File: config.mk
export PLATFORM = sky130hd
export DESIGN_NAME = bias_batch_buffer_flat
export DESIGN_NICKNAME = d
export VERILOG_FILES = /design/src/rtl/fc_pkg.sv /design/src/rtl/bias_batch_buffer_if.sv /design/src/rtl/bias_ring_ctrl.sv /design/src/rtl/bias_batch_buffer.sv /design/src/flat_wrapper.sv
export SDC_FILE = /design/constraint.sdc
export NUM_CORES = 1
export LEC_CHECK = 0
export ABC_CLOCK_PERIOD_IN_PS = 4250
export CAP_MARGIN = 20
export CORE_ASPECT_RATIO = 0.5
export CORE_UTILIZATION = 55
export CTS_CLUSTER_DIAMETER = 60
export DETAILED_ROUTE_END_ITERATION = 8
export PLACE_DENSITY = 0.86
export SYNTH_ARGS = -nofsm -noshare
export SYNTH_HDL_FRONTEND = slang
export SYNTH_SLANG_ARGS = --single-unit
File: constraint.sdc
create_clock -name clk -period 4.25 [get_ports clk]
set_input_delay 0.6375 -clock clk [delete_from_list [all_inputs] [get_ports clk]]
set_output_delay 0.6375 -clock clk [all_outputs]
set_load 0.01 [all_outputs]
File: src/rtl/fc_pkg.sv
// Shared defaults and bias word types for the fully-connected datapath.
package fc_pkg;

    localparam int FC_DATA_WIDTH = 16;
    localparam int FC_DEPTH      = 64;
    localparam int FC_BATCH_SIZE = 16;

    typedef logic [FC_DATA_WIDTH-1:0] bias_t;
    typedef bias_t [FC_BATCH_SIZE-1:0] bias_batch_t;

    // Width of a counter holding values 0..n-1, never narrower than one bit.
    function automatic int clog2_min1(input int n);
        return (n > 1) ? $clog2(n) : 1;
    endfunction

endpackage

File: src/rtl/bias_batch_buffer_if.sv
// Loader-side write handshake and MAC-side batch handshake of the bias buffer.
interface bias_batch_buffer_if #(
    parameter int DATA_WIDTH = fc_pkg::FC_DATA_WIDTH,
    parameter int BATCH_SIZE = fc_pkg::FC_BATCH_SIZE
);

    logic                                 wr_valid;
    logic                                 wr_ready;
    logic [DATA_WIDTH-1:0]                wr_data;
    logic                                 rd_ready;
    logic                                 rd_valid;
    logic [BATCH_SIZE-1:0][DATA_WIDTH-1:0] rd_data;

    // The buffer is the slave; the loader/consumer pair is the master.
    modport slave (
        input  wr_valid, wr_data, rd_ready,
        output wr_ready, rd_valid, rd_data
    );

    modport master (
        output wr_valid, wr_data, rd_ready,
        input  wr_ready, rd_valid, rd_data
    );

endinterface

File: src/rtl/bias_ring_ctrl.sv
// Pointer, occupancy and flag bookkeeping for the circular bias store.
// With BIAS_BUF_REPLAY_EN the batch_off register lets fetches reuse the stored table.
module bias_ring_ctrl
    import fc_pkg::*;
#(
    parameter int DEPTH      = FC_DEPTH,
    parameter int BATCH_SIZE = FC_BATCH_SIZE
) (
    input  logic                     clk,
    input  logic                     reset,
    input  logic                     clear,
    input  logic                     wr_valid,
    input  logic                     rd_ready,
`ifdef BIAS_BUF_REPLAY_EN
    input  logic                     replay_en,
`endif
    output logic                     wr_ready,
    output logic                     wr_en,
    output logic                     fetch,
    output logic [$clog2(DEPTH)-1:0] wr_ptr,
    output logic [$clog2(DEPTH)-1:0] fetch_base,
    output logic                     rd_valid,
    output logic [$clog2(DEPTH):0]   count,
    output logic                     full,
    output logic                     empty,
    output logic                     overflow
);

    localparam int AW = $clog2(DEPTH);
    localparam int CW = AW + 1;

    logic [AW-1:0] rd_ptr;
    logic [CW-1:0] count_next;
    logic          consume;

    // Reset and clear both suppress any write or fetch in their cycle.
    assign wr_ready = ~full;
    assign wr_en    = reset & ~clear & wr_valid & ~full;
    assign fetch    = reset & ~clear & (count >= CW'(BATCH_SIZE)) & (~rd_valid | rd_ready);

`ifdef BIAS_BUF_REPLAY_EN
    localparam int OW = clog2_min1(DEPTH / BATCH_SIZE);

    logic [OW-1:0] batch_off;
    logic          replay_q;
    logic [CW-1:0] batches;
    logic          last_batch;

    assign consume    = fetch & ~replay_en;
    assign fetch_base = rd_ptr + AW'(batch_off * BATCH_SIZE);
    assign batches    = count >> $clog2(BATCH_SIZE);
    assign last_batch = (CW'(batch_off) + CW'(1)) >= batches;

    // Offset walks through the stored batches and restarts when replay drops.
    always_ff @(posedge clk) begin
        if (!reset) begin
            batch_off <= '0;
            replay_q  <= 1'b0;
        end else begin
            replay_q <= replay_en;
            if (clear || (replay_q && !replay_en)) begin
                batch_off <= '0;
            end else if (fetch && replay_en) begin
                batch_off <= last_batch ? '0 : batch_off + OW'(1);
            end
        end
    end
`else
    assign consume    = fetch;
    assign fetch_base = rd_ptr;
`endif

    assign count_next = count + CW'(wr_en) - (consume ? CW'(BATCH_SIZE) : '0);

    always_ff @(posedge clk) begin
        if (!reset || clear) begin
            wr_ptr   <= '0;
            rd_ptr   <= '0;
            count    <= '0;
            rd_valid <= 1'b0;
            full     <= 1'b0;
            empty    <= 1'b1;
            overflow <= 1'b0;
        end else begin
            if (wr_en) begin
                wr_ptr <= wr_ptr + AW'(1);
            end
            if (consume) begin
                rd_ptr <= rd_ptr + AW'(BATCH_SIZE);
            end
            count <= count_next;
            full  <= (count_next == CW'(DEPTH));
            empty <= (count_next == '0);
            if (wr_valid && !wr_ready) begin
                overflow <= 1'b1;
            end
            if (fetch) begin
                rd_valid <= 1'b1;
            end else if (rd_ready) begin
                rd_valid <= 1'b0;
            end
        end
    end

endmodule

File: src/rtl/bias_batch_buffer.sv
// Circular bias store: one word in per cycle, one registered batch out per accepted transfer.
// Optional replay of the stored table is enabled by defining BIAS_BUF_REPLAY_EN.
module bias_batch_buffer
    import fc_pkg::*;
#(
    parameter int DATA_WIDTH = FC_DATA_WIDTH,
    parameter int DEPTH      = FC_DEPTH,
    parameter int BATCH_SIZE = FC_BATCH_SIZE
) (
    input  logic                   clk,
    input  logic                   reset,
    input  logic                   clear,
    bias_batch_buffer_if.slave     bus,
`ifdef BIAS_BUF_REPLAY_EN
    input  logic                   replay_en,
`endif
    output logic [$clog2(DEPTH):0] count,
    output logic                   full,
    output logic                   empty,
    output logic                   overflow
);

    localparam int AW = $clog2(DEPTH);

    logic [DATA_WIDTH-1:0] ram [DEPTH];
    logic                  wr_en;
    logic                  fetch;
    logic [AW-1:0]         wr_ptr;
    logic [AW-1:0]         fetch_base;

    bias_ring_ctrl #(
        .DEPTH      (DEPTH),
        .BATCH_SIZE (BATCH_SIZE)
    ) u_ctrl (
        .clk        (clk),
        .reset      (reset),
        .clear      (clear),
        .wr_valid   (bus.wr_valid),
        .rd_ready   (bus.rd_ready),
`ifdef BIAS_BUF_REPLAY_EN
        .replay_en  (replay_en),
`endif
        .wr_ready   (bus.wr_ready),
        .wr_en      (wr_en),
        .fetch      (fetch),
        .wr_ptr     (wr_ptr),
        .fetch_base (fetch_base),
        .rd_valid   (bus.rd_valid),
        .count      (count),
        .full       (full),
        .empty      (empty),
        .overflow   (overflow)
    );

    // Storage is deliberately left unreset; the pointers define what is valid.
    always_ff @(posedge clk) begin
        if (wr_en) begin
            ram[wr_ptr] <= bus.wr_data;
        end
    end

    // Element i of the batch is the i-th oldest word, wrapping around the ring.
    always_ff @(posedge clk) begin
        if (!reset) begin
            bus.rd_data <= '0;
        end else if (fetch) begin
            for (int i = 0; i < BATCH_SIZE; i++) begin
                bus.rd_data[i] <= ram[fetch_base + AW'(i)];
            end
        end
    end

endmodule

File: src/flat_wrapper.sv
// flat-port wrapper written by rule: the top's interface ports become plain ports
module bias_batch_buffer_flat import fc_pkg::*;
#(
    parameter int DATA_WIDTH = FC_DATA_WIDTH,
    parameter int DEPTH      = FC_DEPTH,
    parameter int BATCH_SIZE = FC_BATCH_SIZE
)
  (clk, reset, clear, count, full, empty, overflow, bus_wr_valid, bus_wr_data, bus_rd_ready, bus_wr_ready, bus_rd_valid, bus_rd_data);
  bias_batch_buffer_if #(.DATA_WIDTH(DATA_WIDTH), .BATCH_SIZE(BATCH_SIZE)) bus_i ();
  input  logic clk;
  input  logic reset;
  input  logic clear;
  output logic [$clog2(DEPTH):0] count;
  output logic full;
  output logic empty;
  output logic overflow;
  input wire logic [$bits(bus_i.wr_valid)-1:0] bus_wr_valid;
  input wire logic [$bits(bus_i.wr_data)-1:0] bus_wr_data;
  input wire logic [$bits(bus_i.rd_ready)-1:0] bus_rd_ready;
  output wire logic [$bits(bus_i.wr_ready)-1:0] bus_wr_ready;
  output wire logic [$bits(bus_i.rd_valid)-1:0] bus_rd_valid;
  output wire logic [$bits(bus_i.rd_data)-1:0] bus_rd_data;
  assign bus_i.wr_valid = bus_wr_valid;
  assign bus_i.wr_data = bus_wr_data;
  assign bus_i.rd_ready = bus_rd_ready;
  assign bus_wr_ready = bus_i.wr_ready;
  assign bus_rd_valid = bus_i.rd_valid;
  assign bus_rd_data = bus_i.rd_data;
  bias_batch_buffer #(.DATA_WIDTH(DATA_WIDTH), .DEPTH(DEPTH), .BATCH_SIZE(BATCH_SIZE)) u_core (.clk(clk), .reset(reset), .clear(clear), .bus(bus_i), .count(count), .full(full), .empty(empty), .overflow(overflow));
endmodule
; After elaboration in Yosys (flattened, before gate mapping)
; Memory sizes are Yosys's and may differ from the RTL's. A register that Yosys moved wholly into a read port is not among the register bits.
; Index checks and enable logic that the tools add are counted.
[word_totals]
reg_bits = 23
latch_bits = 0
ram_bits = 1024
rom_bits = 0
in_bits = 21
out_inout_bits = 268
n_memories = 1
[memory_table]
columns = name, words, width, read_ports, rd_clocked_by_memory_dff, wr, line_no
row1 = u_core.ram, 64, 16, 16, 16, 1, bias_batch_buffer.sv:25  ; logic [DATA_WIDTH-1:0] ram [DEPTH];
[op_classes]
addsub = 19
mul = 0
div_mod_pow = 0
order_cmp = 1
n_eq_ne = 1
n_shift = 0
mux = 5
bitwise = 9
reduce_logical = 21
[ops]
columns = operator, n
row1 = $add 6x4->6 const B, 8
row2 = $add 6x3->6 const B, 4
row3 = $logic_not 1->1, 17
row4 = $add 6x1->6 const B, 2
row5 = $add 6x2->6 const B, 2
row6 = $add 7x1->7, 1
row7 = $eq 7x7->1 const B, 1
row8 = $ge 7x5->1 const B, 1
row9 = $logic_not 7->1, 1
row10 = $sub 7x5->7, 1
row11 = $add 6x5->6 const B, 1
row12 = $and 1x1->1, 5
row13 = $mux 5, 1
row14 = $mux 1, 4
row15 = $not 1->1, 3
row16 = $reduce_bool 2->1, 1
row17 = $logic_and 1x1->1, 1
row18 = $logic_or 1x1->1, 1
row19 = $or 1x1->1, 1

; Longest topological paths before layout
; Gate-level depths: netlist of run 1.
[logic_depth]
word_depth = 7
mapped_depth = 13
ltp_nobuf = 11

; Hierarchy
; A second synthesis of run 1 with hierarchy kept.
[unflattened]
cells_unflattened = 8155
hier_area_um2 = 96572.6
[modules_own_cells]
columns = mod, instances, cells_each, area_per_inst_um2, seq_area_each_um2
row1 = bias_batch_buffer, 1, 8038, 95505.3, 35874.4
row2 = bias_ring_ctrl, 1, 117, 1067.3, 380.4

; Worst setup path before layout of run 1
; No wires, ideal clock.
[synth_path]
path_type = register -> register
from = register u_core.u_ctrl.wr_ptr[4]
to = memory u_core.ram[14][0] (netlist bit) (enable)
arrival_time_ns = 2.688
required_ns = 3.820
setup_slack_ns = 1.132
path_stages_with_launch = 5
n_path_buf = 2
synth_period_minus_slack_ns = 3.118
path_cell_list = dfxtp_1 clkbuf_1 or3b_2 clkbuf_1 nor4_1
[synth_rtl]
columns = item, line_no
row1 = "start, declared", bias_ring_ctrl.sv:20  ; output logic [$clog2(DEPTH)-1:0] wr_ptr,
row2 = "start signal, assigned", bias_ring_ctrl.sv:86  ; wr_ptr <= wr_ptr + AW'(1);
row3 = "end, declared", bias_batch_buffer.sv:25
; Straight into the memory's write port.

; Final worst setup path of run 1
[layout_path]
from = input clear
to = memory u_core.ram[63][9] (netlist bit) (enable)
[layout_between]
elab_chain_len = 6
[layout_rtl]
columns = item, line_no
row1 = "start, declared", flat_wrapper.sv:12  ; input logic clear;
row2 = $not 1->1, bias_ring_ctrl.sv:38  ; assign wr_en = reset & ~clear & wr_valid & ~full;
row3 = $and 1x1->1 (3 in a row), bias_ring_ctrl.sv:38
row4 = via u_core.u_ctrl.wr_en, bias_ring_ctrl.sv:18  ; output logic wr_en,
row5 = $mux 1, bias_batch_buffer.sv:57  ; if (wr_en) begin
row6 = $mux 1 (not written as such), bias_batch_buffer.sv:58  ; ram[wr_ptr] <= bus.wr_data;
; The timed path passes the listed nets, and every way through them passes these cells.

==> results.py, run 1 <==
metrics = {
    "status": {
        "status": "complete, no violations",
    },
    "clock_tree": {
        "clock-root-buffer": "clkbuf_16",
        "cts_buffer_depth": 3,
        "post_cts_buffers": 0,
        "cts_hold_buf": 0,
        "htree_levels": 3,
        "cts_buffers": 106,
        "path_clk_slew_ns": 0.07,
        "clkLatencyLatePin_ns": 0.68,
        "cts-resized-gates": 0,
        "clock-sinks": 1299,
        "cts_tree": "done",
    },
    "synthesis": {
        "synthCells": 2660,
        "yosys.area_share.simple_pct": 5.28,
        "seq_area_frac_synth_pct": 75.9,
        "syn-mean-instance-area_um2": 18.0,
        "synth_top_family_by_area": "multiplexers",
        "synth-edff-count": 1024,
        "synth_fa_ha_area_share_pct": 0.314,
        "async_reset_ff_share_pct": 0,
        "synth-seq-cells": 1299,
        "syn_area_um2": 47800,
        "yosysUniqueCellTypes": 45,
        "synth_top_flop_cell": "edfxtp_1",
        "yosys_warnings": 0,
        "synth_xor_area_share_pct": 0.202,
        "synth_compound_area_share_pct": 4.29,
        "synthesis.nets": 2693,
        "synth_mux_area_share_pct": 12.1,
    },
    "global_route": {
        "globalRouteTotalUtil_pct": 28.0,
        "overflow": 0,
        "use_met2_pct": 47.7,
        "busiest_layer": "met2",
        "met1_usage_pct": 33.2,
        "antenna_found_initial": 3,
        "first_global_vias": 27800,
        "grt_max_degree": 239,
        "grt_pass1_wl_um": 179000,
        "grtUsageMet3_pct": 5.45,
    },
    "setup_path": {
        "path_max_fanout": 16,
        "worstPathArrival_ns": 3.42,
        "cp-end-kind": "flop",
        "critPathLaunchType": "input pin",
        "rrSetupSlack_ns": 1.21,
        "path_class": "in2reg",
        "cp.required_ns": 4.59,
    },
    "floorplan": {
        "core_area_um2": 86100,
        "dieArea_um2": 88200,
        "initial_utilization_pct": 55.5,
        "io_pins": 289,
        "fp-row-count": 76,
        "dieHeight_um": 210,
        "die_width_um": 419,
    },
    "power": {
        "peakVddDrop_mv": 0.318,
        "p_total_mw": 24.1,
        "power_density_nw_per_um2": 434,
        "cellLeakagePower_nw": 17.1,
    },
    "place": {
        "dp_hpwl_um": 66000,
        "port_buffers": 288,
        "place_inst": 4062,
        "dp_slack_ns": 0.613,
        "place_congestion": 0.833,
    },
    "worst_hold_path": {
        "hp-class": "in2reg",
    },
    "timing": {
        "hold_viol_final": 0,
        "setup_ws_ns": 1.17,
        "grt_setup_unrepaired": "false",
        "fin_crit_ns": 3.08,
        "maxSlewViolCount": 0,
        "relSlewSlack_pct": 22.3,
        "fin_setup_tns_ns": 0,
        "worstMarginPinSlew_ns": 1.17,
        "period_share_pct": 72.5,
        "setup_viol": 0,
        "finClkSkew_ns": 0.0279,
        "timing.fmax_mhz": 324,
    },
    "route": {
        "ant_nets": 0,
        "vias": 27100,
        "drtPass1Iterations": 6,
        "drc": 0,
        "wire_per_inst_um": 29.2,
        "drt_iter0_drc": 3980,
        "viasPerCell": 6.34,
        "wirelength_um": 124000,
    },
    "cells_and_area": {
        "final_common_cell": "edfxtp_1",
        "drive_gt1_share_pct": 17.4,
        "stdcell_count": 4265,
        "layout_common_cells": "1024 x edfxtp_1, 524 x nand2_1, 273 x dfxtp_1",
        "syn2layout_area_growth_pct": 16.2,
        "nets": 3034,
    },
    "run": {
        "drv_cap": 0,
    },
}
-- sequential cells by signal, summed over array words and instances, names as in the netlist --
signal / count
u_core.u_ctrl.empty: 1
u_core.u_ctrl.rd_valid: 1
u_core.u_ctrl.wr_ptr: 6
u_core.u_ctrl.overflow: 1
u_core.u_ctrl.full: 1
u_core.bus.rd_data: 256
u_core.u_ctrl.fetch_base: 2
u_core.ram: 1024
u_core.u_ctrl.count: 7
-- critical path: stages --
cell and delay (ns):
clkdlybuf4s50_1 0.47, nand4bb_1 0.63, inv_2 0.40, nand4_1 0.57
nor2_1 0.37, buf_4 0.33
-- kinds of logic (layout without fill, tap and decap cells) --
| logic type | Yosys count | after routing |
|---|---|---|
| compound gates | 275 | 275 |
| xor+xnor | 11 | 11 |
| fa+ha+maj | 12 | 12 |
| buf+inv | 168 | 600 |
| flops | 1299 | 1299 |
| mux | 256 | 256 |
| other cells | 0 | 3 |
| simple gates | 639 | 639 |
-- per-layer routing --
| metal | wire (µm) | up-vias | share of wire (%) |
|---|---|---|---|
| met4 | 8140 | 0 | 6.5 |
| met3 | 12300 | 508 | 9.9 |
| met2 | 63500 | 2096 | 51 |
| met1 | 40400 | 13700 | 33 |
| met5 | 0 | - | 0 |
| li1 | - | 10800 | - |
-- final timing paths --
path | startpoint | to | cells past startpoint
setup / recovery | clear | u_core.ram[63][9]$_DFFE_PP_ | 6
hold / removal | reset | u_core.bus.rd_data[19]$_SDFFE_PN0P_ | 2
setup reg to reg | u_core.u_ctrl.count[5]$_SDFF_PN0_ | u_core.u_ctrl.full$_SDFF_PN0_ | 11
hold reg to reg | u_core.bus.rd_data[30]$_SDFFE_PN0P_ | u_core.bus.rd_data[30]$_SDFFE_PN0P_ | 2
-- layout make-up --
| class | instances | area, µm² |
|---|---|---|
| Multi-Input combinational cell | 1193 | 10600 |
| Clock buffer | 157 | 3080 |
| Timing Repair Buffer | 389 | 3700 |
| Fill cell | 4989 | 30500 |
| Sequential cell | 1299 | 36300 |
| Tap cell | 1170 | 1460 |
| Clock inverter | 42 | 357 |
| Inverter | 12 | 52.6 |
| Antenna cell | 3 | 7.51 |
-- metrics by stage --
step | cell area [µm²] | hold WS, ns | util (%)
floorplan | 47800 | 0.479 | -
global placement | 52100 | 0.442 | 60.5
detailed placement | 52100 | 0.445 | 60.5
CTS | 55500 | 0.279 | 64.5
global route | 55500 | 0.293 | 64.5
finish | 55500 | 0.296 | 64.5
-- synthesized netlist by cell type, types with 2 or more instances --
cell type  count  area (µm²)
edfxtp_1    1024       30700
nand2_1      524        1970
dfxtp_1      275        5510
mux4_2       256        5770
a21boi_1     236        1770
nor2_1        75         282
clkbuf_1      51         191
buf_2         50         250
buf_4         38         285
a21boi_0      21         158
buf_6         16         180
ha_1          12         150
inv_1         10        37.5
xnor2_1        6        52.6
and2_1         5        31.3
nand2b_1       5        31.3
xor2_1         5        43.8
a21oi_1        4        20.0
nand4_1        4        25.0
or3_1          4        25.0
a211oi_1       3        22.5
and3_1         3        18.8
nor2b_1        3        18.8
o21ai_0        3        15.0
a31oi_1        2        12.5
nand3_1        2        10.0
nand3b_1       2        15.0
nor3b_1        2        15.0
nor4b_1        2        17.5
or3b_2         2        17.5
-- report_power, final --
group          switching, mW  total, mW  internal, mW
clock                   4.49       9.88          5.39
combinational          0.352      0.489         0.136
sequential            0.0221       13.7          13.7
total                   4.86       24.1          19.2
Power figures use the tool's default switching activity.
==> run 2, diff against run 1 <==
--- a/config.mk
+++ b/config.mk
@@ -5,10 +5,10 @@
 export SDC_FILE = /design/constraint.sdc
 export NUM_CORES = 1
 export LEC_CHECK = 0
-export ABC_CLOCK_PERIOD_IN_PS = 4250
+export ABC_CLOCK_PERIOD_IN_PS = 2780
 export CAP_MARGIN = 20
 export CORE_ASPECT_RATIO = 0.5
-export CORE_UTILIZATION = 55
+export CORE_UTILIZATION = 53
 export CTS_CLUSTER_DIAMETER = 60
 export DETAILED_ROUTE_END_ITERATION = 8
 export PLACE_DENSITY = 0.86
==> constraint.sdc (replaced) <==
create_clock -name clk -period 2.78 [get_ports clk]
set_input_delay 0.417 -clock clk [delete_from_list [all_inputs] [get_ports clk]]
set_output_delay 0.417 -clock clk [all_outputs]
set_load 0.01 [all_outputs]
==> results.py, run 2 (same netlist as run 1, synthesis figures left out) <==
metrics = {
    "worst_hold_path": {
        "holdPathEnd": "u_core.u_ctrl.empty$_SDFF_PN1_",
        "holdPathStages": 4,
        "hp-class": "in2reg",
        "hp-start": "reset",
    },
    "place": {
        "place_congestion": 0.800,
        "port_buffers": 288,
        "dp_slack_ns": -0.242,
        "place_inst": 4135,
        "place_area_um2": 53400,
        "dp_hpwl_um": 70200,
    },
    "setup_path": {
        "cp-end-kind": "flop",
        "rr_worst_depth": 11,
        "r2r-end": "u_core.u_ctrl.empty$_SDFF_PN1_",
        "rr_startpoint": "u_core.u_ctrl.count[5]$_SDFF_PN0_",
        "worstPathArrival_ns": 3.22,
        "rrSetupSlack_ns": 0.15,
        "critPathLaunchType": "flop",
        "cp.required_ns": 3.37,
        "path_max_fanout": 4,
        "path_class": "reg2reg",
    },
    "cells_and_area": {
        "nFillCells": 5069,
        "reg_top3": "u_core.ram (1024), u_core.bus.rd_data (256), u_core.u_ctrl.count (7)",
        "drive_gt1_share_pct": 19.7,
        "top_register": "u_core.ram",
        "stdcell_count": 4344,
        "nets": 3094,
        "largest_reg_flops": 1024,
        "syn2layout_area_growth_pct": 20.0,
        "layout_common_cells": "1024 x edfxtp_1, 524 x nand2_1, 273 x dfxtp_1",
        "fin_util_pct": 64.6,
        "final_common_cell": "edfxtp_1",
        "final_area_um2": 57300,
    },
    "power": {
        "peakVddDrop_mv": 0.534,
        "power_density_nw_per_um2": 674,
        "p_total_mw": 38.7,
        "cellLeakagePower_nw": 17.9,
    },
    "global_route": {
        "antenna_found_initial": 4,
        "globalRouteTotalUtil_pct": 29.6,
        "first_global_vias": 29400,
        "overflow": 0,
        "grt_max_degree": 260,
        "grt_pass1_wl_um": 197000,
    },
    "timing": {
        "maxSlewViolCount": 0,
        "timing.fmax_mhz": 380,
        "fin_crit_ns": 2.63,
        "grt_setup_unrepaired": "false",
        "relSlewSlack_pct": 15.6,
        "hold_viol_final": 0,
        "worstMarginPinSlew_ns": 1.27,
        "setup_viol": 0,
        "period_share_pct": 94.7,
        "hold_ws_ns": 0.274,
        "fin_setup_tns_ns": 0,
        "setup_ws_ns": 0.148,
        "finClkSkew_ns": 0.0340,
    },
    "clock_tree": {
        "cts_hold_buf": 0,
        "post_cts_buffers": 0,
        "cts_tree": "done",
        "cts-resized-gates": 0,
        "cts_buffers": 109,
        "htree_levels": 3,
        "clock-sinks": 1299,
        "cts_buffer_depth": 3,
        "clkLatencyLatePin_ns": 0.69,
        "clock-root-buffer": "clkbuf_16",
        "path_clk_slew_ns": 0.06,
    },
    "floorplan": {
        "die_width_um": 427,
        "dieArea_um2": 91500,
        "dieHeight_um": 214,
        "io_pins": 289,
        "fp-row-count": 77,
        "core_area_um2": 88800,
        "initial_utilization_pct": 53.8,
    },
    "route": {
        "drc": 0,
        "drtPass1Iterations": 6,
        "viasPerCell": 6.53,
        "drt_iter0_drc": 4445,
        "wire_per_inst_um": 31.2,
        "ant_nets": 0,
        "wirelength_um": 136000,
        "vias": 28300,
    },
    "status": {
        "status": "complete, no violations",
    },
    "run": {
        "drv_cap": 0,
    },
}
==> run 2: cell count changes in the layout (fill, tap and decap cells not counted), sizes merged <==
cell,previous run,this run
inv,16,17
diode,3,2
clkinvlp,1,3
bufinv,6,16
clkbuf,157,158
clkinv,31,25
buf,118,175
==> run 2: worst max-delay path, stage by stage (launching register included) <==
cell	delay, ns
dfxtp_1	0.33
inv_1	0.06
ha_1	0.21
nand2b_1	0.09
and3_4	0.23
inv_8	0.03
ha_1	0.31
ha_4	0.24
or3_1	0.39
a211oi_2	0.28
a221oi_1	0.14
a211oi_1	0.24
==> run 2: cell type report <==
| type | instances | area (µm²) | share of cell area (%) |
|---|---|---|---|
| flip-flops and latches | 1299 | 36300 | 63.2 |
| multi-input cells | 1193 | 10600 | 18.5 |
| repair buffers | 446 | 4980 | 8.68 |
| clock buffers | 158 | 3260 | 5.68 |
| well taps | 1185 | 1480 | 2.59 |
| clock inverters | 49 | 671 | 1.17 |
| inverters | 12 | 52.6 | 0.0916 |
| diodes | 2 | 5.00 | 0.00873 |
==> run 2: worst max path at each step <==
stage	end	slack (ns)	start	depth (start not counted)
after CTS	u_core.u_ctrl.empty$_SDFF_PN1_	0.17	u_core.u_ctrl.count[5]$_SDFF_PN0_	11
after global routing	u_core.u_ctrl.empty$_SDFF_PN1_	0.06	u_core.u_ctrl.count[5]$_SDFF_PN0_	11
after detailed placement	u_core.u_ctrl.empty$_SDFF_PN1_	-0.24	clear	11
after floorplan	u_core.u_ctrl.empty$_SDFF_PN1_	0.01	u_core.u_ctrl.count[5]$_SDFF_PN0_	13
after global placement	u_core.u_ctrl.empty$_SDFF_PN1_	-0.24	clear	11
final	u_core.u_ctrl.empty$_SDFF_PN1_	0.15	u_core.u_ctrl.count[5]$_SDFF_PN0_	11
==> run 2: per-layer routing <==
layer | routed length, µm | up-vias | GRT usage (%)
li1 | - | 10900 | -
met1 | 43300 | 14100 | 35.3
met2 | 67400 | 2629 | 49.0
met3 | 14400 | 705 | 5.89
met4 | 10700 | 2 | 19.8
met5 | 13 | - | 0
==> run 2: power by group <==
part | internal (mW) | switching, mW
clock | 9.66 | 7.22
combinational | 0.242 | 0.577
sequential | 20.9 | 0.0327
